## src/rtl/interrupt_controller.sv

```systemverilog
// Programmable interrupt controller: synchronizes and latches device requests, picks the
// highest-priority enabled source and hands one interrupt at a time to the CPU.
module interrupt_controller #(
  parameter int N_SRC = 8
) (
  input  logic             clock,
  input  logic             resetn,
  input  logic [N_SRC-1:0] irq_in,
  input  logic             sel,
  input  logic [4:0]       addr,
  input  logic             wr,
  input  logic             rd,
  input  logic [31:0]      wdata,
  output logic [31:0]      rdata,
  output logic             intr,
  output logic [31:0]      vector,
  input  logic             ack,
  input  logic             eret
);

  typedef enum logic [1:0] {S_IDLE, S_REQ, S_SERV} state_t;

  state_t           r_state, w_state_nxt;
  logic [3:0]       r_cur_id, w_cur_nxt;
  logic [N_SRC-1:0] r_s1, r_s2, r_s2_d;
  logic [N_SRC-1:0] r_pend, r_mask, r_mode;
  logic [31:0]      r_base;

  logic [N_SRC-1:0] w_set, w_clr, w_elig, w_cur_oh;
  logic [3:0]       w_win;
  logic             w_cur_elig, w_wr, w_rd;
  logic [2:0]       w_reg;
  logic             w_unused;

  assign w_wr     = sel && wr;
  assign w_rd     = sel && rd;
  assign w_reg    = addr[4:2];
  assign w_unused = ^addr[1:0];

  assign w_elig = r_pend & r_mask;
  assign w_set  = (r_mode & r_s2 & ~r_s2_d) | (~r_mode & r_s2);
  assign w_clr  = ((w_wr && w_reg == 3'd0) ? wdata[N_SRC-1:0] : '0)
                | ((r_state == S_REQ && ack) ? w_cur_oh : '0);

  // lowest index wins
  always_comb begin
    w_win = '0;
    for (int i = N_SRC-1; i >= 0; i--)
      if (w_elig[i]) w_win = 4'(i);
  end

  always_comb begin
    w_cur_oh = '0;
    for (int i = 0; i < N_SRC; i++)
      if (4'(i) == r_cur_id) w_cur_oh[i] = 1'b1;
  end
  assign w_cur_elig = |(w_cur_oh & w_elig);

  always_ff @(posedge clock or negedge resetn) begin
    if (!resetn) begin
      r_state  <= S_IDLE;
      r_cur_id <= '0;
    end else begin
      r_state  <= w_state_nxt;
      r_cur_id <= w_cur_nxt;
    end
  end

  // ack beats a software cancel; cur_id is frozen until we leave REQ/SERV
  always_comb begin
    w_state_nxt = r_state;
    w_cur_nxt   = r_cur_id;
    case (r_state)
      S_IDLE: if (|w_elig) begin
        w_state_nxt = S_REQ;
        w_cur_nxt   = w_win;
      end
      S_REQ: begin
        if (ack) begin
          w_state_nxt = S_SERV;
        end else if (!w_cur_elig) begin
          w_state_nxt = S_IDLE;
          w_cur_nxt   = '0;
        end
      end
      S_SERV: if (eret) begin
        w_state_nxt = S_IDLE;
        w_cur_nxt   = '0;
      end
      default: begin
        w_state_nxt = S_IDLE;
        w_cur_nxt   = '0;
      end
    endcase
  end

  // a set in the same cycle as a clear wins, so no edge is ever lost
  always_ff @(posedge clock or negedge resetn) begin
    if (!resetn) begin
      r_s1   <= '0;
      r_s2   <= '0;
      r_s2_d <= '0;
      r_pend <= '0;
      r_mask <= '0;
      r_mode <= '1;
      r_base <= 32'h0000_0008;
    end else begin
      r_s1   <= irq_in;
      r_s2   <= r_s1;
      r_s2_d <= r_s2;
      r_pend <= (r_pend & ~w_clr) | w_set;
      if (w_wr) begin
        case (w_reg)
          3'd1:    r_mask <= wdata[N_SRC-1:0];
          3'd2:    r_mode <= wdata[N_SRC-1:0];
          3'd4:    r_base <= {wdata[31:3], 3'b000};
          default: ;
        endcase
      end
    end
  end

  assign intr   = (r_state == S_REQ);
  assign vector = r_base + {25'b0, r_cur_id, 3'b000};

  always_comb begin
    rdata = '0;
    if (w_rd) begin
      case (w_reg)
        3'd0:    rdata = 32'(r_pend);
        3'd1:    rdata = 32'(r_mask);
        3'd2:    rdata = 32'(r_mode);
        3'd3:    rdata = {r_state == S_SERV, r_state == S_REQ, 26'b0, r_cur_id};
        3'd4:    rdata = r_base;
        default: rdata = '0;
      endcase
    end
  end

endmodule

```

## config.mk

```make
export PLATFORM = sky130hd
export DESIGN_NAME = interrupt_controller
export DESIGN_NICKNAME = d
export VERILOG_FILES = /design/src/rtl/interrupt_controller.sv
export SDC_FILE = /design/constraint.sdc
export NUM_CORES = 1
export LEC_CHECK = 0
export ABC_AREA = 1
export ABC_CLOCK_PERIOD_IN_PS = 1700
export BUFFER_PORTS_ARGS = -buffer_cell sky130_fd_sc_hd__buf_2
export CAP_MARGIN = 20
export CORE_MARGIN = 2
export CORE_UTILIZATION = 45
export CTS_CLUSTER_SIZE = 28
export DETAILED_ROUTE_END_ITERATION = 8
export GPL_TIMING_DRIVEN = 1
export PLACE_DENSITY = 0.73
export SLEW_MARGIN = 10
export SYNTH_ARGS = -nofsm -noshare
export SYNTH_HDL_FRONTEND = slang
export SYNTH_SLANG_ARGS = --single-unit
export TNS_END_PERCENT = 100
```

## constraint.sdc

```tcl
create_clock -name clock -period 1.7 [get_ports clock]
set_input_delay 0.17 -clock clock [delete_from_list [all_inputs] [get_ports clock]]
set_output_delay 0.17 -clock clock [all_outputs]
set_load 0.05 [all_outputs]
```

# Word-level counts from Yosys, hierarchy flattened
# Cells that the tools add are included.
totals:
  regBits: 83
  latch_bits: 0
  ramBits: 0
  mem_bits_ro: 0
  inputBits: 52
  output_inout_bits: 65
  wordCells: 84
  memories: 0
op_classes:
  add_sub_neg: 1
  mul: 0
  n_div: 0
  n_lt_le_gt_ge: 0
  eq_ne: 18
  shift: 0
  n_mux: 30
  bitwise_logic: 12
  reduce_logical: 14
ops:
  columns: ["cell", "count"]
  rows:
  - ["32-bit one-hot mux with 5 select lines", 1]
  - ["8-bit AND", 6]
  - ["4-bit 2-to-1 mux", 9]
  - ["32-bit by 7-bit adder with 32-bit output", 1]
  - ["32-bit 2-to-1 mux", 1]
  - ["8-bit NOT", 3]
  - ["8-bit OR", 3]
  - ["3-bit by 4-bit equality test with 1-bit output (first input constant)", 4]
  - ["8-bit 2-to-1 mux", 2]
  - ["8-bit OR reduction", 2]
  - ["4-bit one-hot mux with 3 select lines", 1]
  - ["3-bit 2-to-1 mux", 3]
  - ["2-bit by 4-bit equality test with 1-bit output (first input constant)", 2]
  - ["1-bit 2-to-1 mux", 8]
  - ["2-bit 2-to-1 mux", 4]
  - ["2-bit inequality test (second input constant)", 4]
  - ["3-bit by 2-bit equality test with 1-bit output (second input constant)", 2]
  - ["2-bit one-hot mux with 3 select lines", 1]
  - ["2-bit AND reduction", 3]
  - ["1-bit by 4-bit equality test with 1-bit output (first input constant)", 1]
  - ["1-bit logical AND", 4]
  - ["4-bit zero test", 1]
  - ["4-bit AND reduction", 1]
  - ["3-bit by 1-bit equality test with 1-bit output (second input constant)", 1]
  - ["7 further kinds", 7]

# Longest topological paths before layout
# Gate-level depths: netlist (run 1).
logic_depth:
  ltp_word: 11
  depth_mapped: 12
  ltp_nobuf: 11

# Least setup slack after synthesis (run 1)
# Ideal clock, no wire load.
synth_timing:
  kind: "flip-flop to output port"
  startpoint: "register r_base[3]"
  endpoint: "output vector[25]"
  arrival_time_ps: 2274
  path_slack_ps: -744
  path_stages_with_launch: 9
  n_path_buf: 0
  cell_sequence: "dfstp_2 -> ha_1 -> fa_1 -> nand2_1 -> nand2_1 -> nand3_4 -> nor3_4 -> nand4_1 -> xor2_1"
synth_via:
  elab_chain_cells: 1
synth_rtl:
  columns: ["item", "line", "text"]
  rows:
  - ["from (decl)", "27", "logic [31:0] r_base;"]
  - ["from (signal assigned)", "116", "3'd4: r_base <= {wdata[31:3], 3'b000};"]
  - ["32-bit by 7-bit adder with 32-bit output", "124", "assign vector = r_base + {25'b0, r_cur_id, 3'b000};"]
  - ["to (decl)", "16", "output logic [31:0] vector,"]
# Every way passes these cells.

# Final worst setup path (run 1)
layout_timing:
  startpoint: "register r_base[3]"
  endpoint: "output vector[23]"
# The elaborated chain is that of the path after synthesis.

==> results.yml, run 1 <==
synthesis:
  ys.flop_type: "dfrtp_1"
  ys_types: 37
  ys_warn_count: 0
  synth_area_um2: 4422
  async_reset_ff_share_pct: 100.0
  ys_ff_latch: 82
  synth_enable_flop_cells: 0
  yosysSeqAreaShare_pct: 46.66
  postSynthCellCount: 554
  synth.avg_cell_area_um2: 7.981
cells_and_area:
  most-common-layout-cells: "119 x nand2_1, 73 x buf_4, 70 x buf_2, 63 x dfrtp_1, 56 x inv_1"
  final_common_cell: "nand2_1"
  fin_nets: 815
  n_fill_cell: 669
  drive_gt1_share_pct: 47.51
  areaGrowthSynthToFinish_pct: 63.81
  fin_area_um2: 7243
  diodes: 0
timing:
  whs_ns: 0.02067
  final_max_slew_viol_count: 0
  tightestPinTransition_ns: 0.5729
  rsz0062_at_grt: "true"
  setup_tns_ns: -18.89
  hold_viol: 0
  skew_ns: 0.02016
  layout_setup_ws_ns: -0.8644
  setup_viol: 28
  fmax_mhz: 390.0
  period_share_pct: 150.8
  min_period_ns: 2.564
  max-slew-margin-rel_pct: 61.45
floorplanning:
  io_pins: 117
  dieArea_um2: 10630
  core_um2: 9639
  initial_core_util_pct: 45.87
  fp.dieW_um: 103.1
  row_count: 36
  die_y_um: 103.1
place:
  place.gp.congestion: 0.9849
  numPortBuffers: 111
  dpl.hpwl_um: 10270
  place_area_um2: 6327
drt:
  dr.first_iter.drc_count: 309
  dr.pass1.iters: 6
  antenna_left: 0
  drc: 0
  vias: 4699
  drt-vias-per-instance: 5.239
  routed_wl_um: 14540
  wl_per_cell_um: 16.21
clock_tree:
  clock-sinks: 82
  cts_buffers: 9
  tritoncts: "yes"
  clockBufferDepth: 2
  cts_max_level: 3
  clk_pin_slew_worst_paths_ns: 0.10
  cts-root-buf: "clkbuf_8"
  clk_latency_ns: 0.36
power_and_ir_drop:
  power_leakage_uw: 0.003432
  finalPower_uw: 8227
  pwr_density_cell_nw_per_um2: 1136
  peakVddDrop_v: 0.0006273
flow_run:
  cap_violations: 0
critical_path:
  path_class: "flop to output pin"
  critPathCaptureType: "output pin"
  crit_slowest_cell: "dfstp_2"
  cp.required_ns: 1.53
  slowest_delay_ns: 0.57
  cp-start-kind: "flop"
  path_cells: "ha_4 > fa_2 > nand2_2 > nand2_4 > nand3_4 > nor3_4 > buf_4 > buf_6 > nand3_4 > xor2_4 > buf_6"
  critPathArrivalTime_ns: 2.39
  worst-path-max-fanout: 4
run_status:
  outcome: "finished, violations left"
  violations: "setup timing"
global_routing:
  grt-ovfl-total: 0
  grt_max_degree: 43
  grt_pass1_vias: 4456
  grt_pass1_wl_um: 22120
  grtUsageTotal_pct: 27.43
  antenna_found_initial: 0
worst_hold_path:
  hold_path_class: "primary input to flop"
-- synthesized netlist by cell type (6+ instances only) --
cell type    n  area share, %
nor4_1       6           0.85
inv_1       61            5.2
a21oi_1     31            3.5
nand4_1     15            2.1
xor2_1      25            5.0
nor3_1      23            2.6
dfstp_2      9            5.3
nor2_1      52            4.4
nand2_1    134             11
o21ai_0     32            3.6
nand2_2      6           0.85
dfrtp_1     73             41
nand3_1     26            2.9
-- metal layers --
| layer | share of wire [%] | GRT usage, % |
|---|---|---|
| met3 | 5.6 | 3.864 |
| met1 | 42 | 38.10 |
| met4 | 2.5 | 8.806 |
| met2 | 50 | 44.71 |
| met5 | 0 | 0 |
-- critical path, delay by kind of cell, from the launching register on --
family	cells	cell delay (ns)
DFF	1	0.57
xor gates and xnor gates	1	0.16
buffers and inverters	3	0.41
and+or+nand+nor	5	0.58
adders and majority gates	2	0.33
-- path summary, 6_finish.rpt --
| path | start | end | slack [ns] | cells after the start |
|---|---|---|---|---|
| worst max-delay path | r_base[3] | vector[23] | -0.86 | 11 |
| worst min-delay path | eret | r_state[1] | 0.02 | 2 |
| worst max register to register | r_cur_id[2] | r_state[0] | 0.16 | 13 |
| worst min register to register | r_s1[7] | r_s2[7] | 0.36 | 0 |
| max in group asynchronous | resetn | r_base[3] | 0.83 | 3 |
| min in group asynchronous | resetn | r_s1[0] | 0.23 | 2 |
-- sequential cells by signal, indices dropped and copies added (netlist names) --
signal / count
r_pend: 8
r_s2: 8
r_mode: 8
r_mask: 8
r_cur_id: 3
r_s1: 8
r_base: 29
r_state: 2
r_s2_d: 8
-- where the power goes --
| group | leakage [uW] | internal (uW) | switching (uW) |
|---|---|---|---|
| clock network | 0.0000931 | 574 | 850 |
| registers | 0.000905 | 2310 | 317 |
| logic | 0.00243 | 1630 | 2540 |
| total | 0.00343 | 4520 | 3700 |
-- stage by stage --
stage | util [%] | setup WS (ns) | cells
floorplan | - | -0.4878 | 556
global placement | 65.64 | -0.4993 | 854
detailed placement | 65.64 | -0.5612 | 854
CTS | 72.81 | -0.8620 | 889
global route | 75.14 | -0.9389 | 897
finish | 75.14 | -0.8644 | 897
-- kinds of logic (layout without fill, tap and decap cells) --
group / after synthesis / in the layout / share of synthesized area (%)
and+or+nand+nor: 277 / 277 / 28.72
adders and majority gates: 4 / 4 / 1.302
xor gates and xnor gates: 25 / 25 / 4.952
other: 1 / 3 / 0.08481
DFF: 82 / 82 / 46.66
AOI/OAI and AO/OA: 79 / 79 / 10.10
buffers and inverters: 86 / 294 / 8.178
-- area by class of cell --
cell class                      count  area [um2]  area share (%)
Clock buffer                        9       123.9           1.710
Timing Repair Buffer              211        1687           23.29
Multi-Input combinational cell    388        2855           39.42
Clock inverter                      7       71.32          0.9846
Tap cell                          133       166.4           2.297
Inverter                           67       264.0           3.645
Sequential cell                    82        2076           28.66
-- repair_timing --
action	CTS	global route
buffers inserted	11	11
hold endpoints to repair	42	0
endpoints found under the setup margin	35	40
hold buffers	9	0
resized for setup	102	49
pin swaps	26	18
No activity file was read; power rests on OpenSTA's default activity.
==> inputs of run 2 (changes only) <==
CORE_UTILIZATION = 48   (was 45)
CTS_CLUSTER_SIZE = 10   (was 28)
PLACE_DENSITY = 0.77   (was 0.73)
SETUP_SLACK_MARGIN = 0.5   (was default)
==> results.yml, run 2 (synthesis gave the netlist of run 1 again) <==
timing:
  fmax_mhz: 351.8
  tightestPinTransition_ns: 0.5248
  max-slew-margin-rel_pct: 64.64
  hold_viol: 0
  final_max_slew_viol_count: 0
  whs_ns: 0.04874
  min_period_ns: 2.843
  skew_ns: 0.01771
  layout_setup_ws_ns: -1.143
  setup_viol: 36
  period_share_pct: 167.2
  rsz0062_at_grt: "true"
drt:
  drc: 0
  dr.pass1.iters: 6
  wl_per_cell_um: 26.08
  antenna_left: 0
  vias: 5924
  dr.first_iter.drc_count: 763
  drt-vias-per-instance: 6.539
  routed_wl_um: 23630
critical_path:
  path_cells: "ha_4 > fa_2 > nand2_2 > nand2_4 > nand3_4 > nor3_4 > buf_6 > buf_6 > nand3_4 > xor2_4 > buf_6"
  cp.buffers_inverters: 3
  cpMostUsedCell: "buf_6"
  worst-path-max-fanout: 4
  cp-start-kind: "flop"
  worstRegToRegCells: 14
  critPathCaptureType: "output pin"
  critPathArrivalTime_ns: 2.67
  cpLargestDelayFamily: "simple AND/OR/NAND/NOR gates"
  r2r-end: "r_cur_id[0]"
  path_class: "flop to output pin"
  cp.required_ns: 1.53
  crit_slowest_cell: "dfstp_2"
  r2r-start: "r_cur_id[1]"
  slowest_delay_ns: 0.59
  rrSetupSlack_ns: -0.30
place:
  dpl.hpwl_um: 10320
  dp_slack_ns: -0.5670
  numPortBuffers: 111
  place.gp.congestion: 0.9213
floorplanning:
  initial_core_util_pct: 48.54
  dieArea_um2: 9996
  row_count: 35
  io_pins: 117
  die_y_um: 99.98
  fp.dieW_um: 99.98
  core_um2: 9109
cells_and_area:
  drive_gt1_share_pct: 57.93
  largest_reg_flops: 29
  areaGrowthSynthToFinish_pct: 89.90
  n_fill_cell: 298
  top_register: "r_base"
  most-common-layout-cells: "106 x buf_6, 100 x nand2_1, 63 x buf_4, 56 x dfrtp_1, 46 x buf_2"
  final_common_cell: "buf_6"
  fin_nets: 845
power_and_ir_drop:
  pwr_density_cell_nw_per_um2: 1210
  peakVddDrop_v: 0.0009672
  power_leakage_uw: 0.003803
global_routing:
  grt-ovfl-total: 0
  grt_pass1_wl_um: 29900
  grt_pass1_vias: 5555
  grtUsageTotal_pct: 39.20
  antenna_found_initial: 1
  grt_max_degree: 59
clock_tree:
  clk_latency_ns: 0.37
  clock-sinks: 82
  clk_pin_slew_worst_paths_ns: 0.11
  clockBufferDepth: 2
  tritoncts: "yes"
  cts_buffers: 9
  cts_max_level: 3
  cts-root-buf: "clkbuf_8"
worst_hold_path:
  worstHoldStart: "wdata[23]"
  hold-path-cell-count: 3
  whs_endpoint: "r_base[23]"
  hold_path_class: "primary input to flop"
run_status:
  outcome: "finished, violations left"
  violations: "setup timing"
flow_run:
  cap_violations: 0
==> run 2: worst min-delay path: cells and delay by family <==
family                 cells  cell delay [ns]
AOI/OAI and AO/OA          1             0.10
buffers and inverters      1             0.07
and+or+nand+nor            1             0.04
==> run 2: layer usage <==
layer  global-route usage (%)  share of wire, %  vias to the layer above
li1                         -                 -                     2275
met2                    64.29                46                      632
met1                    48.54                33                     2792
met5                        0                 0                        -
met4                    19.81               8.8                        0
met3                    9.680                12                      225
==> run 2: cell type report <==
type	count	area (um2)	area share, %
Clock buffer	9	123.9	1.475
Multi-Input combinational cell	388	3347	39.86
Inverter	67	329.1	3.919
Tap cell	111	138.9	1.654
Clock inverter	7	81.33	0.9686
Sequential cell	82	2085	24.82
Timing Repair Buffer	241	2290	27.27
Antenna cell	1	2.502	0.02980
==> run 2: stage by stage <==
stage | power, uW | utilization [%] | instances | area (um2) | setup TNS (ns)
2_1_floorplan | 5148 | - | 556 | 5459 | -5.540
3_3_place_gp | 6127 | 72.32 | 827 | 6588 | -7.396
3_5_place_dp | 6229 | 72.32 | 827 | 6588 | -8.267
4_1_cts | 8809 | 87.35 | 885 | 7956 | -18.35
5_1_grt | 10350 | 92.16 | 905 | 8394 | -27.97
6_report | 10160 | 92.18 | 906 | 8397 | -26.97
==> run 2: repair_timing <==
item,CTS,global route
endpoints found under the hold margin,38,0
buffers inserted,32,19
setup endpoints to repair,74,90
gates cloned,0,1
hold buffers,10,0
pin swaps,60,38
gates resized for setup,262,78
==> run 2: report_power, final <==
part           switching [uW]  internal, uW  leakage [uW]
registers                 425          2320      0.000900
clock network             943           588      0.000103
logic                    3620          2260       0.00280
==> run 2: worst max-delay path by stage <==
| stage | start | to | slack [ns] | cells after the start |
|---|---|---|---|---|
| after global placement | r_base[3] | vector[27] | -0.53 | 9 |
| after detailed placement | r_base[3] | vector[27] | -0.57 | 9 |
| final | r_base[3] | vector[19] | -1.14 | 11 |
| after CTS | r_base[3] | vector[29] | -0.88 | 11 |
| after global routing | r_base[3] | vector[21] | -1.21 | 12 |
| after floorplan | r_base[3] | vector[27] | -0.48 | 8 |
==> inputs of run 3 (changes only) <==
CAP_MARGIN = 30   (was 20)
RECOVER_POWER = 25   (was default)
==> results.yml, run 3 (synthesis gave the netlist of run 1 again) <==
global_routing:
  grt_pass1_wl_um: 29900
  antenna_found_initial: 1
  grt_max_degree: 59
  grt-ovfl-total: 0
  grtUsageTotal_pct: 39.20
  grt_pass1_vias: 5555
floorplanning:
  row_count: 35
  core_um2: 9109
  fp.dieW_um: 99.98
  io_pins: 117
  die_y_um: 99.98
  dieArea_um2: 9996
  initial_core_util_pct: 48.54
critical_path:
  path_cells: "ha_4 > fa_2 > nand2_2 > nand2_4 > nand3_4 > nor3_4 > buf_6 > buf_6 > nand3_4 > xor2_4 > buf_6"
  cp.required_ns: 1.53
  crit_slowest_cell: "dfstp_2"
  critPathCaptureType: "output pin"
  cpLargestDelayFamily: "simple AND/OR/NAND/NOR gates"
  cp-start-kind: "flop"
  worst-path-max-fanout: 4
  cp.buffers_inverters: 3
  slowest_delay_ns: 0.59
  cpMostUsedCell: "buf_6"
  path_class: "flop to output pin"
  critPathArrivalTime_ns: 2.67
clock_tree:
  clock-sinks: 82
  clockBufferDepth: 2
  cts_max_level: 3
  tritoncts: "yes"
  cts-root-buf: "clkbuf_8"
  cts_buffers: 9
  clk_pin_slew_worst_paths_ns: 0.11
  clk_latency_ns: 0.37
power_and_ir_drop:
  p_sw_uw: 4979
  share_comb_of_total_power_pct: 57.9
  p_seq_share_pct: 27.1
  p_int_uw: 5170
  clkPwrFrac_pct: 15.0
  peakVddDrop_v: 0.0009661
  power_leakage_uw: 0.003802
  swShare_pct: 49.06
  pwr_density_cell_nw_per_um2: 1209
cells_and_area:
  fin_cells: 906
  final_common_cell: "buf_6"
  top_register: "r_base"
  fin_nets: 845
  largest_reg_flops: 29
  most-common-layout-cells: "106 x buf_6, 100 x nand2_1, 62 x buf_4, 56 x dfrtp_1, 46 x buf_2"
  areaGrowthSynthToFinish_pct: 89.84
  final_util_pct: 92.16
  drive_gt1_share_pct: 57.93
drt:
  drc: 0
  antenna_left: 0
  dr.pass1.iters: 6
  drt-vias-per-instance: 6.524
  vias: 5911
  dr_wl_met3_um: 2904
  dr.first_iter.drc_count: 763
  wl_met2_um: 10820
  routed_wl_um: 23580
  highest_layer: "met4"
  wl_per_cell_um: 26.03
  drt-met1-wl_um: 7818
place:
  numPortBuffers: 111
  dpl.hpwl_um: 10320
  dpl.cell_count: 827
  place.gp.congestion: 0.9213
timing:
  skew_ns: 0.01454
  period_share_pct: 167.3
  hold_viol: 0
  max-slew-margin-rel_pct: 38.65
  rsz0062_at_grt: "true"
  final_max_slew_viol_count: 0
  tightestPinTransition_ns: 0.9202
  min_period_ns: 2.844
  fmax_mhz: 351.6
  layout_setup_ws_ns: -1.144
  setup_viol: 35
worst_hold_path:
  hold_path_class: "primary input to flop"
run_status:
  violations: "setup timing"
  outcome: "finished, violations left"
flow_run:
  cap_violations: 0
[run 3: cell count changes in the layout (fill, tap and decap cells not counted)]
cell,previous run,this run
buf_4,63,62
clkbuf_2,0,1
[run 3: power groups by stage]
stage / registers [uW] / clock network [uW] / logic (uW)
final: 2750 / 1530 / 5870
after CTS: 2640 / 1470 / 4700
after global placement: 2630 / 0 / 3500
after floorplan: 2660 / 0 / 2490
after detailed placement: 2650 / 0 / 3580
after global routing: 2750 / 1580 / 6010
[run 3: final timing paths]
check	startpoint	end	slack (ns)	depth (start not counted)
max reg2reg	r_cur_id[1]	r_cur_id[0]	-0.30	14
max in group asynchronous	resetn	r_mode[6]	0.46	3
min reg2reg	r_s1[1]	r_s2[1]	0.36	0
min	wdata[23]	r_base[23]	0.05	3
max	r_base[3]	vector[19]	-1.14	11
min in group asynchronous	resetn	r_s1[2]	0.45	2
[run 3: cell type report]
cell class / count / area, um2
inverters: 67 / 329.1
flip-flops and latches: 82 / 2085
multi-input cells: 388 / 3347
clock inverters: 7 / 81.33
clock buffers: 9 / 123.9
fillers: 299 / 714.4
well taps: 111 / 138.9
repair buffers: 241 / 2287
diodes: 1 / 2.502
[run 3: tightest hold or removal path: stages]
cell and delay [ns]:
buf_2 0.07, nor2_1 0.04, a21oi_1 0.10
[run 3: routing by layer]
layer  GRT usage (%)  up-vias
met4           19.81        0
met1           48.54     2767
li1                -     2274
met5               0        -
met2           64.29      645
met3           9.680      225
[run 3: per-stage QoR]
stage / hold WS (ns) / total power [uW] / TNS (ns) / cell area (um2) / worst slack, ns
after floorplan: -0.1256 / 5148 / -5.540 / 5459 / -0.4840
after global placement: 0.1528 / 6127 / -7.396 / 6588 / -0.5350
after detailed placement: 0.1524 / 6229 / -8.267 / 6588 / -0.5670
after CTS: 0.04599 / 8809 / -18.35 / 7956 / -0.8797
after global routing: 0.07145 / 10350 / -27.97 / 8392 / -1.211
final: 0.04895 / 10150 / -26.91 / 8394 / -1.144
[run 3: what timing repair did]
action | CTS | global route
pin swaps | 60 | 38
hold endpoints to repair | 38 | 0
setup endpoints to repair | 74 | 90
resized for setup | 262 | 78
setup buffers | 32 | 19
hold buffers | 10 | 0
gates cloned | 0 | 1
